==> src/rtl/div_share_ctrl_if.sv <==
// Bundle of requester-side and divider-side signals for div_share_ctrl.
// master = the sharing controller, slave = requesters plus the divider datapath.
interface div_share_ctrl_if #(
  parameter int N = 4,
  parameter int W = 10
);
  logic [N-1:0]   req;
  logic [N*W-1:0] a_in;
  logic [N*W-1:0] b_in;
  logic [N-1:0]   gnt;
  logic [N-1:0]   rsp_valid;
  logic [W-1:0]   rsp_q;
  logic           rsp_ov;
  logic           rsp_dvz;
  logic           rsp_to;
  logic           div_clr;
  logic           div_ld_a;
  logic           div_ld_b;
  logic [W-1:0]   div_a;
  logic [W-1:0]   div_b;
  logic           div_loading_done;
  logic           div_start;
  logic [W-1:0]   div_q;
  logic           div_ov;
  logic           div_dvz;
  logic           div_done;

  modport master (
    input  req, a_in, b_in, div_q, div_ov, div_dvz, div_done,
    output gnt, rsp_valid, rsp_q, rsp_ov, rsp_dvz, rsp_to,
           div_clr, div_ld_a, div_ld_b, div_a, div_b, div_loading_done, div_start
  );

  modport slave (
    output req, a_in, b_in, div_q, div_ov, div_dvz, div_done,
    input  gnt, rsp_valid, rsp_q, rsp_ov, rsp_dvz, rsp_to,
           div_clr, div_ld_a, div_ld_b, div_a, div_b, div_loading_done, div_start
  );
endinterface

==> src/rtl/div_share_ctrl.sv <==
// Round-robin sequencer sharing one fixed-point divider among N requesters:
// grants one operand pair at a time, runs the divider handshake, returns the result.
module div_share_ctrl #(
  parameter int N       = 4,
  parameter int W       = 10,
  parameter int TIMEOUT = 64
) (
  input  logic             clk,
  input  logic             rst,
  div_share_ctrl_if.master bus
);
  localparam int IW = (N > 1) ? $clog2(N) : 1;
  localparam int CW = $clog2(TIMEOUT + 1);
  localparam logic [N-1:0]  ONE_HOT = N'(1);
  localparam logic [IW-1:0] LAST    = IW'(N - 1);
  localparam logic [CW-1:0] CNT_MAX = CW'(TIMEOUT - 1);

  typedef enum logic [2:0] {IDLE, CLR, LOAD, START, WAIT, RESP} state_t;

  state_t         state_reg;
  logic [IW-1:0]  ptr_reg;
  logic [CW-1:0]  cnt_reg;

  logic [W-1:0]   a_slice [N];
  logic [W-1:0]   b_slice [N];
  logic [IW-1:0]  cand;
  logic [IW-1:0]  win_idx;
  logic           win_found;

  for (genvar gi = 0; gi < N; gi++) begin : g_slice
    assign a_slice[gi] = bus.a_in[gi*W +: W];
    assign b_slice[gi] = bus.b_in[gi*W +: W];
  end

  // Search starts one past the last winner and wraps, so the last winner ranks lowest.
  always_comb begin
    win_found = 1'b0;
    win_idx   = '0;
    cand      = ptr_reg;
    for (int k = 0; k < N; k++) begin
      cand = (cand == LAST) ? '0 : cand + 1'b1;
      if (!win_found && bus.req[cand]) begin
        win_found = 1'b1;
        win_idx   = cand;
      end
    end
  end

  always_ff @(posedge clk) begin
    if (!rst) begin
      state_reg            <= IDLE;
      ptr_reg              <= LAST;
      cnt_reg              <= '0;
      bus.gnt              <= '0;
      bus.rsp_valid        <= '0;
      bus.rsp_q            <= '0;
      bus.rsp_ov           <= 1'b0;
      bus.rsp_dvz          <= 1'b0;
      bus.rsp_to           <= 1'b0;
      bus.div_clr          <= 1'b1;
      bus.div_ld_a         <= 1'b0;
      bus.div_ld_b         <= 1'b0;
      bus.div_a            <= '0;
      bus.div_b            <= '0;
      bus.div_loading_done <= 1'b0;
      bus.div_start        <= 1'b0;
    end else begin
      bus.gnt       <= '0;
      bus.div_clr   <= 1'b0;
      bus.div_ld_a  <= 1'b0;
      bus.div_ld_b  <= 1'b0;
      bus.div_start <= 1'b0;
      case (state_reg)
        IDLE: begin
          if (win_found) begin
            ptr_reg    <= win_idx;
            bus.gnt    <= ONE_HOT << win_idx;
            bus.div_a  <= a_slice[win_idx];
            bus.div_b  <= b_slice[win_idx];
            bus.rsp_ov <= 1'b0;
            bus.rsp_to <= 1'b0;
            if (b_slice[win_idx] == '0) begin
              // Zero divisor never touches the divider.
              bus.rsp_q   <= '0;
              bus.rsp_dvz <= 1'b1;
              state_reg   <= RESP;
            end else begin
              bus.div_clr <= 1'b1;
              state_reg   <= CLR;
            end
          end
        end
        CLR: begin
          bus.div_ld_a <= 1'b1;
          bus.div_ld_b <= 1'b1;
          state_reg    <= LOAD;
        end
        LOAD: begin
          bus.div_start        <= 1'b1;
          bus.div_loading_done <= 1'b1;
          state_reg            <= START;
        end
        START: begin
          cnt_reg   <= '0;
          state_reg <= WAIT;
        end
        WAIT: begin
          cnt_reg <= cnt_reg + 1'b1;
          if (bus.div_done) begin
            bus.rsp_q            <= bus.div_q;
            bus.rsp_ov           <= bus.div_ov;
            bus.rsp_dvz          <= bus.div_dvz;
            bus.rsp_to           <= 1'b0;
            bus.rsp_valid        <= ONE_HOT << ptr_reg;
            bus.div_loading_done <= 1'b0;
            state_reg            <= RESP;
          end else if (cnt_reg == CNT_MAX) begin
            bus.rsp_q            <= '0;
            bus.rsp_ov           <= 1'b0;
            bus.rsp_dvz          <= 1'b0;
            bus.rsp_to           <= 1'b1;
            bus.rsp_valid        <= ONE_HOT << ptr_reg;
            bus.div_loading_done <= 1'b0;
            state_reg            <= RESP;
          end
        end
        RESP: begin
          // The divide-by-zero path arrives with the pulse not yet raised.
          if (bus.rsp_valid == '0) begin
            bus.rsp_valid <= ONE_HOT << ptr_reg;
          end else begin
            bus.rsp_valid <= '0;
            state_reg     <= IDLE;
          end
        end
        default: state_reg <= IDLE;
      endcase
    end
  end
endmodule

==> src/flat_wrapper.sv <==
// flat-port wrapper written by rule: the top's interface ports become plain ports
module div_share_ctrl_flat 
#(
  parameter int N       = 4,
  parameter int W       = 10,
  parameter int TIMEOUT = 64
)
  (clk, rst, bus_req, bus_a_in, bus_b_in, bus_div_q, bus_div_ov, bus_div_dvz, bus_div_done, bus_gnt, bus_rsp_valid, bus_rsp_q, bus_rsp_ov, bus_rsp_dvz, bus_rsp_to, bus_div_clr, bus_div_ld_a, bus_div_ld_b, bus_div_a, bus_div_b, bus_div_loading_done, bus_div_start);
  div_share_ctrl_if #(.N(N), .W(W)) bus_i ();
  input  logic clk;
  input  logic rst;
  input wire logic [$bits(bus_i.req)-1:0] bus_req;
  input wire logic [$bits(bus_i.a_in)-1:0] bus_a_in;
  input wire logic [$bits(bus_i.b_in)-1:0] bus_b_in;
  input wire logic [$bits(bus_i.div_q)-1:0] bus_div_q;
  input wire logic [$bits(bus_i.div_ov)-1:0] bus_div_ov;
  input wire logic [$bits(bus_i.div_dvz)-1:0] bus_div_dvz;
  input wire logic [$bits(bus_i.div_done)-1:0] bus_div_done;
  output wire logic [$bits(bus_i.gnt)-1:0] bus_gnt;
  output wire logic [$bits(bus_i.rsp_valid)-1:0] bus_rsp_valid;
  output wire logic [$bits(bus_i.rsp_q)-1:0] bus_rsp_q;
  output wire logic [$bits(bus_i.rsp_ov)-1:0] bus_rsp_ov;
  output wire logic [$bits(bus_i.rsp_dvz)-1:0] bus_rsp_dvz;
  output wire logic [$bits(bus_i.rsp_to)-1:0] bus_rsp_to;
  output wire logic [$bits(bus_i.div_clr)-1:0] bus_div_clr;
  output wire logic [$bits(bus_i.div_ld_a)-1:0] bus_div_ld_a;
  output wire logic [$bits(bus_i.div_ld_b)-1:0] bus_div_ld_b;
  output wire logic [$bits(bus_i.div_a)-1:0] bus_div_a;
  output wire logic [$bits(bus_i.div_b)-1:0] bus_div_b;
  output wire logic [$bits(bus_i.div_loading_done)-1:0] bus_div_loading_done;
  output wire logic [$bits(bus_i.div_start)-1:0] bus_div_start;
  assign bus_i.req = bus_req;
  assign bus_i.a_in = bus_a_in;
  assign bus_i.b_in = bus_b_in;
  assign bus_i.div_q = bus_div_q;
  assign bus_i.div_ov = bus_div_ov;
  assign bus_i.div_dvz = bus_div_dvz;
  assign bus_i.div_done = bus_div_done;
  assign bus_gnt = bus_i.gnt;
  assign bus_rsp_valid = bus_i.rsp_valid;
  assign bus_rsp_q = bus_i.rsp_q;
  assign bus_rsp_ov = bus_i.rsp_ov;
  assign bus_rsp_dvz = bus_i.rsp_dvz;
  assign bus_rsp_to = bus_i.rsp_to;
  assign bus_div_clr = bus_i.div_clr;
  assign bus_div_ld_a = bus_i.div_ld_a;
  assign bus_div_ld_b = bus_i.div_ld_b;
  assign bus_div_a = bus_i.div_a;
  assign bus_div_b = bus_i.div_b;
  assign bus_div_loading_done = bus_i.div_loading_done;
  assign bus_div_start = bus_i.div_start;
  div_share_ctrl #(.N(N), .W(W), .TIMEOUT(TIMEOUT)) u_core (.clk(clk), .rst(rst), .bus(bus_i));
endmodule
==> config.mk <==
export PLATFORM = sky130hd
export DESIGN_NAME = div_share_ctrl_flat
export DESIGN_NICKNAME = d
export VERILOG_FILES = /design/src/rtl/div_share_ctrl_if.sv /design/src/rtl/div_share_ctrl.sv /design/src/flat_wrapper.sv
export SDC_FILE = /design/constraint.sdc
export NUM_CORES = 1
export LEC_CHECK = 0
export CORE_AREA = 2 2 99 101
export CTS_CLUSTER_DIAMETER = 100
export CTS_CLUSTER_SIZE = 28
export DETAILED_ROUTE_END_ITERATION = 8
export DIE_AREA = 0 0 101 103
export GPL_TIMING_DRIVEN = 0
export MAX_ROUTING_LAYER = met4
export PLACE_DENSITY_LB_ADDON = 0.12
export SLEW_MARGIN = 20
export SYNTH_ARGS = -nofsm -noshare
export SYNTH_HDL_FRONTEND = slang
export SYNTH_SLANG_ARGS = --single-unit
==> constraint.sdc <==
create_clock -name clk -period 5.19 [get_ports clk]
set_clock_uncertainty 0.05 [all_clocks]
set_input_delay 0.519 -clock clk [delete_from_list [all_inputs] [get_ports clk]]
set_output_delay 0.519 -clock clk [all_outputs]
set_load 0.005 [all_outputs]
==> impl_metrics.json <==
{
  "switchingPower_uw": 874,
  "dpl_cell_area_um2": 4780,
  "drt_first_pass_iters": 4,
  "hold_violations": 0,
  "instances_no_fill": 637,
  "grt_util_all_layers": 0.208,
  "rsz0062_at_grt": "no",
  "reg2reg_depth": 9,
  "syn2layout_area_growth_pct": 55.5,
  "num_antenna_cells": 0,
  "relSlewSlack": 0.390,
  "fp.dieArea_um2": 10400,
  "synth.distinct_cells": 50,
  "p_sw_frac": 0.395,
  "drv_cap": 0,
  "tightest_slew_ps": 900,
  "fillers": 933,
  "cts_tree": "done",
  "ys_async_sr_fraction": 0,
  "timing.fmax_mhz": 352,
  "grt_pass1_wl_mm": 16.5,
  "cp-startpoint": "u_core.ptr_reg[0]$_SDFFE_PN1P_",
  "cp-start-kind": "flop",
  "reg_top3": "u_core.bus.div_a (10), u_core.bus.div_b (10), u_core.bus.rsp_q (10)",
  "postCtsSetupBuffers": 0,
  "ys_warn_count": 0,
  "p_per_area_nw_per_um2": 444,
  "place_inst": 621,
  "grt_max_degree": 12,
  "p_int_mw": 1.34,
  "hp-class": "flop to flop",
  "initial_core_util": 0.339,
  "ctsHtreeMaxLevel": 3,
  "die_h_um": 103,
  "min_period_ps": 2840,
  "pwr-share-clk": 0.194,
  "synth_area_um2": 3200,
  "crit_arrival_ps": 3020,
  "cp_max_fo": 10,
  "p_leak_nw": 1.81,
  "yosysTopAreaCellShare": 0.356,
  "p_seq_frac": 0.273,
  "path_clk_slew_ps": 70,
  "synth-edff-count": 0,
  "yosys-top-cells-area": "dfxtp_1 36%, mux2i_1 11%, mux2_2 6.7%",
  "setup_tns_ps": 0,
  "drc": 0,
  "ir_worst_vdd_mv": 0.194,
  "seq_area_frac_synth": 0.356,
  "design_area_um2": 4980,
  "vias_per_cell": 5.32,
  "r2r_start": "u_core.ptr_reg[0]$_SDFFE_PN1P_",
  "nets": 622,
  "drtIter0Drc": 118,
  "yosysTopAreaCell": "dfxtp_1",
  "grt-ovfl-total": 0,
  "wl_per_cell_um": 16.6,
  "ys_ff_latch": 57,
  "rr_endpoint": "u_core.bus.rsp_q[8]$_SDFFE_PN0P_",
  "vias": 3392,
  "coreArea_um2": 9460,
  "cts_resized": 0,
  "critical_path_required_ps": 5370,
  "portBuffers": 143,
  "io-pin-count": 145,
  "first_global_vias": 3344,
  "critical_path_class": "flop to flop",
  "die_x_um": 101,
  "clockRootBuffer": "clkbuf_8",
  "synthFlopType": "dfxtp_1",
  "place_hpwl_mm": 8.12,
  "reg2reg_slack_ps": 2350,
  "ant_nets": 0,
  "syn_inst": 364,
  "clock_latency_ps": 330,
  "worst_path_max_delay_cell": "dfxtp_1",
  "fin_util": 0.527,
  "clockBufferDepth": 2,
  "cp_cell_sequence": "inv_1, ha_1, nand2_1, or4_4, and4_4, a211o_1, a211oi_2, buf_6, o21ai_2",
  "drv_slew": 0,
  "setup_violations": 0,
  "critical_path.endpoint": "u_core.bus.rsp_q[8]$_SDFFE_PN0P_",
  "cp-end-kind": "flop",
  "rows": 36,
  "hold_buffers": 0,
  "post-route-period-util": 0.547,
  "syn_avg_cell_area_um2": 8.80,
  "critPathMaxStageDelay_ps": 480,
  "layout-drive-gt1-share": 0.113,
  "combPwrFrac": 0.533,
  "syn_nets": 468,
  "cts-buffers-inserted": 9,
  "status": "completed",
  "finalWirelength_mm": 10.6,
  "antenna_found_initial": 0,
  "clkSinkCount": 57,
  "place_congestion": 0.856
}
==> critical path: cells and delay by family (launching register included) <==
family / cells / cell delay (ps)
adders and majority gates: 1 / 400
AOI/OAI and AO/OA: 3 / 740
and+or+nand+nor: 3 / 720
DFF: 1 / 480
buffers and inverters: 2 / 340
==> cell type report <==
| class | count | area [um^2] | area share |
|---|---|---|---|
| clock buffers | 10 | 138 | 0.0276 |
| clock inverters | 6 | 67.6 | 0.0136 |
| well taps | 114 | 143 | 0.0286 |
| repair buffers | 143 | 1430 | 0.287 |
| multi-input cells | 272 | 1900 | 0.382 |
| flip-flops and latches | 57 | 1140 | 0.229 |
| plain buffers | 27 | 129 | 0.0259 |
| inverters | 8 | 30.0 | 0.00603 |
==> cells in the mapped netlist (all sizes together) (4+ instances only) <==
| library cell | count |
|---|---|
| a211oi | 5 |
| a21oi | 14 |
| a32oi | 11 |
| buf | 10 |
| clkbuf | 17 |
| dfxtp | 57 |
| ha | 5 |
| inv | 8 |
| mux2 | 19 |
| mux2i | 34 |
| nand2 | 26 |
| nand2b | 6 |
| nand3 | 32 |
| nand4b | 4 |
| nor2 | 14 |
| nor3 | 14 |
| nor4 | 5 |
| o21ai | 39 |
| or4 | 7 |
==> layout by cell type (no fill, tap or decap), types with 3 or more instances in the layout <==
master / netlist / final
clkbuf_8: 0 / 10
nand3_1: 32 / 32
a31oi_1: 3 / 3
nand2_1: 26 / 26
ha_1: 5 / 5
a21oi_1: 14 / 14
a221oi_1: 3 / 3
o21ai_0: 9 / 9
clkbuf_1: 17 / 17
nor2_1: 14 / 14
or4_1: 6 / 6
clkdlybuf4s50_1: 0 / 143
dfxtp_1: 57 / 57
nor3_1: 12 / 12
inv_1: 8 / 8
o211ai_1: 3 / 3
buf_2: 4 / 4
nor4_1: 5 / 5
a211o_1: 3 / 3
o21ai_2: 10 / 10
nand4b_1: 4 / 4
mux2_2: 19 / 19
mux2i_1: 34 / 34
a32oi_1: 11 / 11
a211oi_1: 4 / 4
nand2b_1: 6 / 6
o21ai_1: 20 / 20
==> kinds of logic (layout without fill, tap and decap cells) <==
| group | after synthesis | count (layout) | synth area share |
|---|---|---|---|
| AOI/OAI and AO/OA | 95 | 95 | 0.205 |
| adders and majority gates | 5 | 5 | 0.0195 |
| xor gates and xnor gates | 1 | 1 | 0.00273 |
| and+or+nand+nor | 118 | 118 | 0.194 |
| buffers and inverters | 35 | 194 | 0.0496 |
| muxes | 53 | 53 | 0.173 |
| DFF | 57 | 57 | 0.356 |
==> per-stage QoR <==
step | setup slack, ps | hold slack, ps | power (mW)
floorplan | 2670 | 399 | 1.35
global placement | 2270 | 395 | 1.78
detailed placement | 2240 | 401 | 1.79
CTS | 2350 | 410 | 2.23
global route | 2240 | 438 | 2.36
finish | 2350 | 408 | 2.21
==> how the worst min path moves through the flow <==
stage	depth (start not counted)	to	startpoint
final	2	u_core.bus.div_b[1]$_SDFFE_PN0P_	u_core.bus.div_b[1]$_SDFFE_PN0P_
after global routing	2	u_core.bus.div_a[1]$_SDFFE_PN0P_	u_core.bus.div_a[1]$_SDFFE_PN0P_
after CTS	2	u_core.bus.div_b[0]$_SDFFE_PN0P_	u_core.bus.div_b[0]$_SDFFE_PN0P_
after detailed placement	2	u_core.bus.div_b[6]$_SDFFE_PN0P_	u_core.bus.div_b[6]$_SDFFE_PN0P_
after global placement	2	u_core.bus.div_b[7]$_SDFFE_PN0P_	u_core.bus.div_b[7]$_SDFFE_PN0P_
after floorplan	1	u_core.cnt_reg[5]$_SDFFE_PN0P_	u_core.cnt_reg[5]$_SDFFE_PN0P_
==> per-layer routing <==
layer	up-vias	routed length (um)	global-route usage
met5	-	0	-
met4	0	99	0.0551
met3	9	814	0.0719
met2	122	5070	0.332
met1	1567	4620	0.253
li1	1694	-	-
==> power by group through the flow <==
stage               registers, mW  logic (mW)  clock network, mW
floorplan                   0.610       0.737                  0
global placement            0.609        1.17                  0
detailed placement          0.611        1.18                  0
CTS                         0.603        1.19              0.440
global route                0.617        1.28              0.462
finish                      0.604        1.18              0.430
Note: power is estimated with default switching activity, not from simulation.
